### src/rtl/bus_ppu_chr_if.sv
// Run-time SDRAM read port shared with bus6502: single-byte request/response handshake.
interface bus_ppu_chr_if;
  logic [22:0] ram_addr;
  logic        in_valid;
  logic        busy;
  logic [7:0]  data_out;
  logic        out_valid;

  modport master (
    output ram_addr,
    output in_valid,
    input  busy,
    input  data_out,
    input  out_valid
  );

  modport slave (
    input  ram_addr,
    input  in_valid,
    output busy,
    output data_out,
    output out_valid
  );
endinterface

### src/rtl/bus_ppu_chr.sv
// Serves PPU pattern-table (CHR) reads from SDRAM with strobe synchronisation,
// a one-entry last-address cache, a one-deep pending slot and a fetch timeout.
module bus_ppu_chr #(
  parameter logic [22:0] CHR_BASE    = 23'h008000,
  parameter int unsigned TIMEOUT     = 64,
  parameter int unsigned SYNC_STAGES = 2
) (
  input  logic          clk,
  input  logic          rst_n,
  input  logic          enable,
  input  logic [13:0]   ppu_addr,
  input  logic          ppu_rd_n,
  output logic [7:0]    ppu_data_out,
  output logic          error,
  bus_ppu_chr_if.master sdram
);

  localparam int unsigned AW = 14;
  localparam int unsigned CW = 13;
  localparam int unsigned DW = 8;
  localparam int unsigned RW = 23;
  localparam int unsigned TW = (TIMEOUT > 2) ? $clog2(TIMEOUT) : 1;

  typedef enum logic [1:0] {IDLE, WAIT_BUSY, WAIT_DATA} state_t;

  logic [AW-1:0]          addr_sync [SYNC_STAGES];
  logic [SYNC_STAGES-1:0] rd_sync;
  logic                   rd_prev;
  logic                   en_prev;

  logic [AW-1:0] addr_s;
  logic          rd_s;
  logic          strobe_c;
  logic [CW-1:0] new_addr_c;
  logic          hit_c;

  state_t        state, state_d;
  logic [CW-1:0] req_addr, req_addr_d;
  logic [CW-1:0] pend_addr, pend_addr_d;
  logic          pending, pending_d;
  logic [CW-1:0] cache_addr, cache_addr_d;
  logic          cache_valid, cache_valid_d;
  logic [TW-1:0] tcnt, tcnt_d;
  logic [DW-1:0] data_d;
  logic [RW-1:0] ram_addr_q, ram_addr_d;
  logic          in_valid_q, in_valid_d;
  logic          error_d;

  logic          done_c;
  logic          fill_hit_c;
  logic          have_next_c;
  logic [CW-1:0] next_addr_c;

  function automatic logic [RW-1:0] chr_addr(input logic [CW-1:0] a);
    return CHR_BASE + RW'(a);
  endfunction

  // Synchronisers; rd_n resets low so a strobe held across reset needs a fresh falling edge.
  always_ff @(posedge clk or negedge rst_n) begin
    if (!rst_n) begin
      for (int i = 0; i < int'(SYNC_STAGES); i++) addr_sync[i] <= '0;
      rd_sync <= '0;
      rd_prev <= 1'b0;
      en_prev <= 1'b0;
    end else begin
      addr_sync[0] <= ppu_addr;
      rd_sync[0]   <= ppu_rd_n;
      for (int i = 1; i < int'(SYNC_STAGES); i++) begin
        addr_sync[i] <= addr_sync[i-1];
        rd_sync[i]   <= rd_sync[i-1];
      end
      rd_prev <= rd_sync[SYNC_STAGES-1];
      en_prev <= enable;
    end
  end

  assign addr_s     = addr_sync[SYNC_STAGES-1];
  assign rd_s       = rd_sync[SYNC_STAGES-1];
  assign strobe_c   = rd_prev && !rd_s && !addr_s[13];
  assign new_addr_c = addr_s[CW-1:0];
  // A cache entry is not trusted in the cycle enable rises; it is being invalidated.
  assign hit_c      = cache_valid && en_prev && (new_addr_c == cache_addr);

  assign sdram.ram_addr = ram_addr_q;
  assign sdram.in_valid = in_valid_q;

  always_ff @(posedge clk or negedge rst_n) begin
    if (!rst_n) begin
      state        <= IDLE;
      req_addr     <= '0;
      pend_addr    <= '0;
      pending      <= 1'b0;
      cache_addr   <= '0;
      cache_valid  <= 1'b0;
      tcnt         <= '0;
      ppu_data_out <= '0;
      ram_addr_q   <= '0;
      in_valid_q   <= 1'b0;
      error        <= 1'b0;
    end else begin
      state        <= state_d;
      req_addr     <= req_addr_d;
      pend_addr    <= pend_addr_d;
      pending      <= pending_d;
      cache_addr   <= cache_addr_d;
      cache_valid  <= cache_valid_d;
      tcnt         <= tcnt_d;
      ppu_data_out <= data_d;
      ram_addr_q   <= ram_addr_d;
      in_valid_q   <= in_valid_d;
      error        <= error_d;
    end
  end

  always_comb begin
    state_d       = state;
    req_addr_d    = req_addr;
    pend_addr_d   = pend_addr;
    pending_d     = pending;
    cache_addr_d  = cache_addr;
    cache_valid_d = cache_valid;
    tcnt_d        = tcnt;
    data_d        = ppu_data_out;
    ram_addr_d    = ram_addr_q;
    in_valid_d    = 1'b0;
    error_d       = error;
    done_c        = 1'b0;
    fill_hit_c    = 1'b0;
    // A strobe landing in the completion cycle is newer than the pending slot.
    next_addr_c   = strobe_c ? new_addr_c : pend_addr;
    have_next_c   = enable && (strobe_c || pending);

    case (state)
      IDLE: begin
        pending_d = 1'b0;
        if (strobe_c && enable && !hit_c) begin
          req_addr_d = new_addr_c;
          ram_addr_d = chr_addr(new_addr_c);
          if (!sdram.busy) begin
            in_valid_d = 1'b1;
            tcnt_d     = '0;
            state_d    = WAIT_DATA;
          end else begin
            state_d = WAIT_BUSY;
          end
        end
      end

      WAIT_BUSY: begin
        if (!enable) begin
          pending_d = 1'b0;
          state_d   = IDLE;
        end else begin
          if (strobe_c) begin
            pend_addr_d = new_addr_c;
            pending_d   = 1'b1;
          end
          if (!sdram.busy) begin
            in_valid_d = 1'b1;
            tcnt_d     = '0;
            state_d    = WAIT_DATA;
          end
        end
      end

      WAIT_DATA: begin
        tcnt_d = tcnt + TW'(1);
        if (sdram.out_valid) begin
          data_d        = sdram.data_out;
          cache_addr_d  = req_addr;
          cache_valid_d = 1'b1;
          done_c        = 1'b1;
          fill_hit_c    = en_prev && (next_addr_c == req_addr);
        end else if (tcnt == TW'(TIMEOUT - 1)) begin
          error_d       = 1'b1;
          cache_valid_d = 1'b0;
          done_c        = 1'b1;
        end

        if (done_c) begin
          pending_d = 1'b0;
          if (have_next_c && !fill_hit_c) begin
            req_addr_d = next_addr_c;
            ram_addr_d = chr_addr(next_addr_c);
            state_d    = WAIT_BUSY;
          end else begin
            state_d = IDLE;
          end
        end else if (strobe_c && enable) begin
          pend_addr_d = new_addr_c;
          pending_d   = 1'b1;
        end
      end

      default: state_d = IDLE;
    endcase

    if (enable && !en_prev) cache_valid_d = 1'b0;
  end

endmodule

### src/flat_wrapper.sv
// flat-port wrapper written by rule: the top's interface ports become plain ports
module bus_ppu_chr_flat 
#(
  parameter logic [22:0] CHR_BASE    = 23'h008000,
  parameter int unsigned TIMEOUT     = 64,
  parameter int unsigned SYNC_STAGES = 2
)
  (clk, rst_n, enable, ppu_addr, ppu_rd_n, ppu_data_out, error, sdram_ram_addr, sdram_in_valid, sdram_busy, sdram_data_out, sdram_out_valid);
  bus_ppu_chr_if sdram_i ();
  input  logic clk;
  input  logic rst_n;
  input  logic enable;
  input  logic [13:0] ppu_addr;
  input  logic ppu_rd_n;
  output logic [7:0] ppu_data_out;
  output logic error;
  output wire logic [$bits(sdram_i.ram_addr)-1:0] sdram_ram_addr;
  output wire logic [$bits(sdram_i.in_valid)-1:0] sdram_in_valid;
  input wire logic [$bits(sdram_i.busy)-1:0] sdram_busy;
  input wire logic [$bits(sdram_i.data_out)-1:0] sdram_data_out;
  input wire logic [$bits(sdram_i.out_valid)-1:0] sdram_out_valid;
  assign sdram_ram_addr = sdram_i.ram_addr;
  assign sdram_in_valid = sdram_i.in_valid;
  assign sdram_i.busy = sdram_busy;
  assign sdram_i.data_out = sdram_data_out;
  assign sdram_i.out_valid = sdram_out_valid;
  bus_ppu_chr #(.CHR_BASE(CHR_BASE), .TIMEOUT(TIMEOUT), .SYNC_STAGES(SYNC_STAGES)) u_core (.clk(clk), .rst_n(rst_n), .enable(enable), .ppu_addr(ppu_addr), .ppu_rd_n(ppu_rd_n), .ppu_data_out(ppu_data_out), .error(error), .sdram(sdram_i));
endmodule
### config.mk
export PLATFORM = sky130hd
export DESIGN_NAME = bus_ppu_chr_flat
export DESIGN_NICKNAME = d
export VERILOG_FILES = /design/src/rtl/bus_ppu_chr_if.sv /design/src/rtl/bus_ppu_chr.sv /design/src/flat_wrapper.sv
export SDC_FILE = /design/constraint.sdc
export NUM_CORES = 1
export LEC_CHECK = 0
export CAP_MARGIN = 40
export CORE_MARGIN = 2
export CORE_UTILIZATION = 58
export CTS_CLUSTER_SIZE = 28
export DETAILED_ROUTE_END_ITERATION = 10
export PLACE_DENSITY = 0.94
export RECOVER_POWER = 50
export SKIP_CTS_REPAIR_TIMING = 1
export SYNTH_ARGS = -nofsm -noshare
export SYNTH_HDL_FRONTEND = slang
export SYNTH_SLANG_ARGS = --single-unit
### constraint.sdc
create_clock -name clk -period 6 [get_ports clk]
set_input_delay 0.6 -clock clk [delete_from_list [all_inputs] [get_ports clk]]
set_output_delay 0.6 -clock clk [all_outputs]
set_load 0.01 [all_outputs]
# After elaboration in Yosys (flattened, before gate mapping)
# Cells that the tools add are included.
[word_totals]
input_bits = 28
output_inout_bits = 33
wordCells = 106
regBits = 114
[classes]
muxes = 42
bitwise_logic = 1
n_eq_ne = 14
addsub = 3
n_reduce_logical = 30
[op_table]
columns = ["cell", "n"]
rows = [
  ["two-way mux 13 bit", 7],
  ["two-way mux 23 bit", 3],
  ["one-hot mux 13 bit (2 select lines)", 2],
  ["one-hot mux 23 bit (2 select lines)", 1],
  ["adder 16 x 13 -> 17 bit (first input constant)", 2],
  ["== test 13 bit", 2],
  ["two-way mux 6 bit", 3],
  ["one-hot mux 6 bit (3 select lines)", 1],
  ["two-way mux 1 bit", 17],
  ["AND reduction 3 bit", 4],
  ["logical AND 1 bit", 10],
  ["two-way mux 2 bit", 5],
  ["!= test 2 x 1 -> 1 bit (second input constant)", 4],
  ["AND reduction 4 bit", 2],
  ["adder 6 x 1 -> 6 bit (second input constant)", 1],
  ["== test 6 bit (second input constant)", 1],
  ["one-hot mux 2 bit (3 select lines)", 1],
  ["nonzero test 2 bit", 3],
  ["nonzero test 3 bit", 2],
  ["zero test 1 bit", 5],
  ["!= test 2 bit (second input constant)", 2],
  ["AND reduction 2 bit", 2],
  ["!= test 3 x 1 -> 1 bit (second input constant)", 1],
  ["!= test 3 x 2 -> 1 bit (second input constant)", 1],
  ["other kinds (8)", 8],
]

# Longest topological paths before layout
[depth]
ltp_word = 13
depth_mapped = 9
depth_no_buf = 8

# Worst setup path after synthesis
# Ideal clock, no wire load.
[synth_path]
path_type = "register -> register"
from = "register u_core.rd_sync[1]"
to = "register u_core.req_addr[11]"
path_slack_ns = 3.538
n_path_buf = 2
stages_incl_launch_ff = 9
arrival_time_ns = 2.337
path_cell_list = "dfrtp_1 -> or3b_4 -> buf_6 -> mux2i_1 -> a2111oi_1 -> nand3_1 -> o21ai_4 -> buf_6 -> mux2_4"
[synth_via]
elab_chain_cells = 12
word_cells_on_any_way = 20
[synth_rtl]
columns = ["element", "line", "text"]
rows = [
  ["start, declared", "bus_ppu_chr.sv:27", "logic [SYNC_STAGES-1:0] rd_sync;"],
  ["start signal, assigned by index", "bus_ppu_chr.sv:70", "rd_sync[i] <= rd_sync[i-1];"],
  ["zero test 1 bit *", "bus_ppu_chr.sv:79", "assign strobe_c = rd_prev && !rd_s && !addr_s[13];"],
  ["logical AND 1 bit * (2 in series)", "bus_ppu_chr.sv:79", ""],
  ["two-way mux 13 bit", "--", ""],
  ["== test 13 bit", "bus_ppu_chr.sv:173", "fill_hit_c = en_prev && (next_addr_c == req_addr);"],
  ["logical AND 1 bit", "bus_ppu_chr.sv:173", ""],
  ["two-way mux 1 bit", "bus_ppu_chr.sv:168", "if (sdram.out_valid) begin"],
  ["two-way mux 1 bit", "bus_ppu_chr.sv:133", "case (state)"],
  ["zero test 1 bit", "bus_ppu_chr.sv:182", "if (have_next_c && !fill_hit_c) begin"],
  ["logical AND 1 bit", "bus_ppu_chr.sv:182", ""],
  ["!= test 2 x 1 -> 1 bit (no line)", "--", ""],
  ["AND reduction 4 bit (no line)", "--", ""],
  ["end signal, assigned", "bus_ppu_chr.sv:102", "req_addr <= req_addr_d;"],
  ["end, declared", "bus_ppu_chr.sv:38", "logic [CW-1:0] req_addr, req_addr_d;"],
]
# Mark *: on every way between the ends. The rest lies on a longest branch, timed or not. The select of a mux whose other input is x is not followed.
# A chain may end at the register's enable or synchronous reset.

# Final worst setup path
[layout_path]
from = "register u_core.rd_sync[1]"
to = "register u_core.req_addr[0]"
# The elaborated chain is that of the path after synthesis.

==> summary.txt <==
Placed design
  • Dpl cells: roughly 470
  • Buffers added on ports: 51
  • Post-DP HPWL: 5.723 mm
  • Gpl congestion: 0.8763

Floorplanning
  • IO Pins: 61
  • Site Rows: 30
  • Initial Utilization: between 50 and 60%
  • Core Footprint: 6794 µm²
  • Die H: a little under 90 µm
  • Die area: 7690 µm²
  • Die width: 87.70 µm

Worst setup path
  • Worst Path Required: 6.25 ns
  • Crit start category: flop
  • Slowest stage cell, crit path: o21ai_4
  • Setup CP Type: flop to flop
  • Data arrival time of the worst path: ~3.1 ns
  • Critical Path, Cell by Cell: or3b_4 > mux2i_1 > a2111oi_1 > nand3_1 > o21ai_4 > mux2_1
  • Buf/Inv on CP: 0
  • Critical path's largest stage delay: 0.56 ns
  • Setup crit end kind: flop
  • Delay-heaviest family, CP: compound AO/OA/AOI/OAI gates
  • Max FO, Critical Path: 14

Logic synthesis
  • Area contributors post-synth: dfrtp_1 57%, mux2_2 9.1%, mux2i_1 3.9%
  • Yosys warns: 0
  • Synth unique cells: 47
  • Post-synth EDFFs: 0
  • FFs w/ async S/R, synth: 100.0%
  • Post-synth top area cell: dfrtp_1
  • Post-Syn Instances: between 300 and 400
  • Synth Flop Type: dfrtp_1
  • Synth Cell Area: 4063 µm²
  • Area share of the largest cell type after synthesis: 56.67%
  • Flops & latches, synth: 92
  • Syn Area/Cell: 12.31 µm²
  • Register area share after synthesis: a little under three fifths

STA
  • Relative slew margins: -8.118%
  • Fin Setup TNS: 0 ns
  • Worst Max-Slew Pin Slew: 1.622 ns
  • Fin. Hold Viols: 0
  • RSZ-0062 raised after global routing: no
  • F_max: 347.1 MHz
  • Tcrit/Tclk final: around 48%
  • Slew Limit Fails: 32
  • Tmin final: ~2.9 ns
  • Setup Skew: 0.008976 ns
  • Final setup violation count: 0

Cells and area
  • Ant. Diodes: 0
  • # fillers: 485
  • Area Overhead vs Synth: 19.62%
  • Final #Nets: 417
  • Final std cells w/o fill: 485
  • Layout cells sized above 1: 14.91%

Clock tree
  • Total CTS buffers: 9
  • Root buffer cell: clkbuf_8
  • CTS tree: built
  • Max Buffers Root-to-Sink: 2
  • Later-pin clock latency in the skew report: 0.37 ns
  • Worst-path clk slew: 0.09 ns
  • CTS sink cnt: 92
  • H-tree depth: 3

Drt
  • Detailed-route via count: 2736
  • DRT antenna net count: 0
  • Vias per cell: between 5 and 6
  • DR DRC count: 0
  • Routed WL: 8.283 mm
  • Drt pass-1 iters: 4
  • Routed length per placed instance: 17.08 µm
  • Initial detailed-routing violation count: 240

Power and ir drop
  • Leak: 2.153 nW
  • Power Dens Cells: between 400 and 500 nW/µm²
  • Peak VDD IR: approximately 250 µV

Status
  • Status: finished with violations
  • Failing checks: capacitance limit, slew limit

GRT
  • Vias in the first global route: 2795
  • Largest net degree at the start of global routing: 63
  • GRT overflow: 0
  • Initial antenna violation count: 0
  • First-pass GRT wire length: 13.76 mm
  • Total GRT Usage: 23.82%

Flow run
  • Max-cap violations: 1

Min path
  • Class of the worst hold path: flop to flop
==> registers in the layout (all words and copies together), names as in the netlist <==
signal                 count
u_core.pend_addr          13
u_core.cache_valid         1
u_core.sdram.ram_addr      2
u_core.en_prev             1
u_core.pending             1
u_core.rd_sync             2
u_core.ppu_data_out        8
u_core.sdram.in_valid      1
u_core.addr_sync          14
u_core.state               2
u_core.addr_s             14
u_core.cache_addr         13
u_core.rd_prev             1
u_core.req_addr           12
u_core.tcnt                6
u_core.error               1
==> kinds of logic after synthesis <==
group	share of synthesized area, %
adder cells (fa/ha/maj)	1.540
XOR/XNOR	4.958
multiplexers	15.31
flip-flops	56.67
other	0.09230
AND/OR/NAND/NOR	9.486
buffers and inverters	4.188
AO/OA/AOI/OAI	7.761
==> final cells by class <==
class / count / area, µm² / share of cell area, %
inverters: 12 / 45.04 / 0.9269
repair buffers: 55 / 554.3 / 11.41
clock buffers: 13 / 148.9 / 3.064
flip-flops and latches: 92 / 2302 / 47.37
well taps: 96 / 120.1 / 2.472
multi-input cells: 214 / 1620 / 33.34
clock inverters: 3 / 68.82 / 1.416
==> power breakdown <==
| group | leakage [nW] | switching [mW] | internal, mW | total (mW) |
|---|---|---|---|---|
| combinational | 0.933 | 0.391 | 0.461 | 0.852 |
| sequential | 1.11 | 0.184 | 0.816 | 0.999 |
| clock | 0.108 | 0.212 | 0.248 | 0.460 |
| total | 2.15 | 0.786 | 1.52 | 2.31 |
==> stage by stage <==
step,total power [mW],hold slack (ns),worst slack (ns),cell area [µm²],util (%)
global route,2.454,0.3577,2.954,4860,71.53
global placement,1.800,0.3319,3.176,4618,67.97
floorplan,1.525,0.3044,3.538,4093,-
CTS,2.323,0.1617,3.153,4863,71.58
detailed placement,1.862,0.3347,3.069,4646,68.38
finish,2.311,0.3535,3.119,4860,71.53
==> layer usage <==
layer	share of wire [%]	vias to the layer above	global-route usage (%)
li1	-	1252	-
met1	42	1391	31.23
met2	52	81	39.05
met3	4.6	12	6.692
met4	1.5	0	6.993
met5	0	-	0
==> placed cells by master (no fill, tap or decap), types with 2 or more instances in the layout <==
cell	n
conb_1	9
nand4_1	3
nand3_1	11
nand2_1	33
dlygate4sd3_1	16
mux2i_1	16
mux2_4	3
nor2_1	4
dfrtp_1	92
clkdlybuf4s50_1	34
nor4_1	3
o221ai_1	4
bufinv_16	2
a311oi_1	2
inv_1	12
xor2_1	7
or4b_2	2
nand3b_1	4
o22ai_1	3
xnor2_1	16
o211ai_1	3
a21oi_1	8
clkbuf_1	4
o21ai_0	13
clkbuf_8	10
ha_1	5
a222oi_1	2
mux2_2	33
mux2_1	4
nand2b_1	5
and3_1	2
a22o_1	2
a31oi_1	2
nor3b_1	2
buf_4	3
==> path summary, 6_finish.rpt <==
check | start | cells after the start | to | slack (ns)
min in group asynchronous | rst_n | 1 | u_core.addr_sync[20] | 0.64
worst min-delay path | u_core.addr_sync[16] | 0 | u_core.addr_s[2] | 0.35
worst max-delay path | u_core.rd_sync[1] | 6 | u_core.req_addr[0] | 3.12
worst min register to register | u_core.addr_sync[16] | 0 | u_core.addr_s[2] | 0.35
max in group asynchronous | rst_n | 2 | u_core.tcnt[4] | 3.83
worst max register to register | u_core.rd_sync[1] | 6 | u_core.req_addr[0] | 3.12
==> cells in the mapped netlist (2+ instances only) <==
cell,count
mux2_1,4
buf_6,2
o22ai_1,3
and3_1,2
nor4_1,3
clkbuf_1,7
nand3b_1,4
or4b_2,2
o211ai_1,3
inv_1,12
mux2_2,33
ha_1,5
buf_4,9
nand2_1,33
a31oi_1,2
a222oi_1,2
nand3_1,11
nand2b_1,5
a311oi_1,2
nor2_1,4
o21ai_0,13
xnor2_1,16
mux2_4,3
nand4_1,3
xor2_1,7
mux2i_1,16
nor3b_1,2
a21oi_1,8
dfrtp_1,92
o221ai_1,4
a22o_1,2
Note: power is estimated with default switching activity, not from simulation.
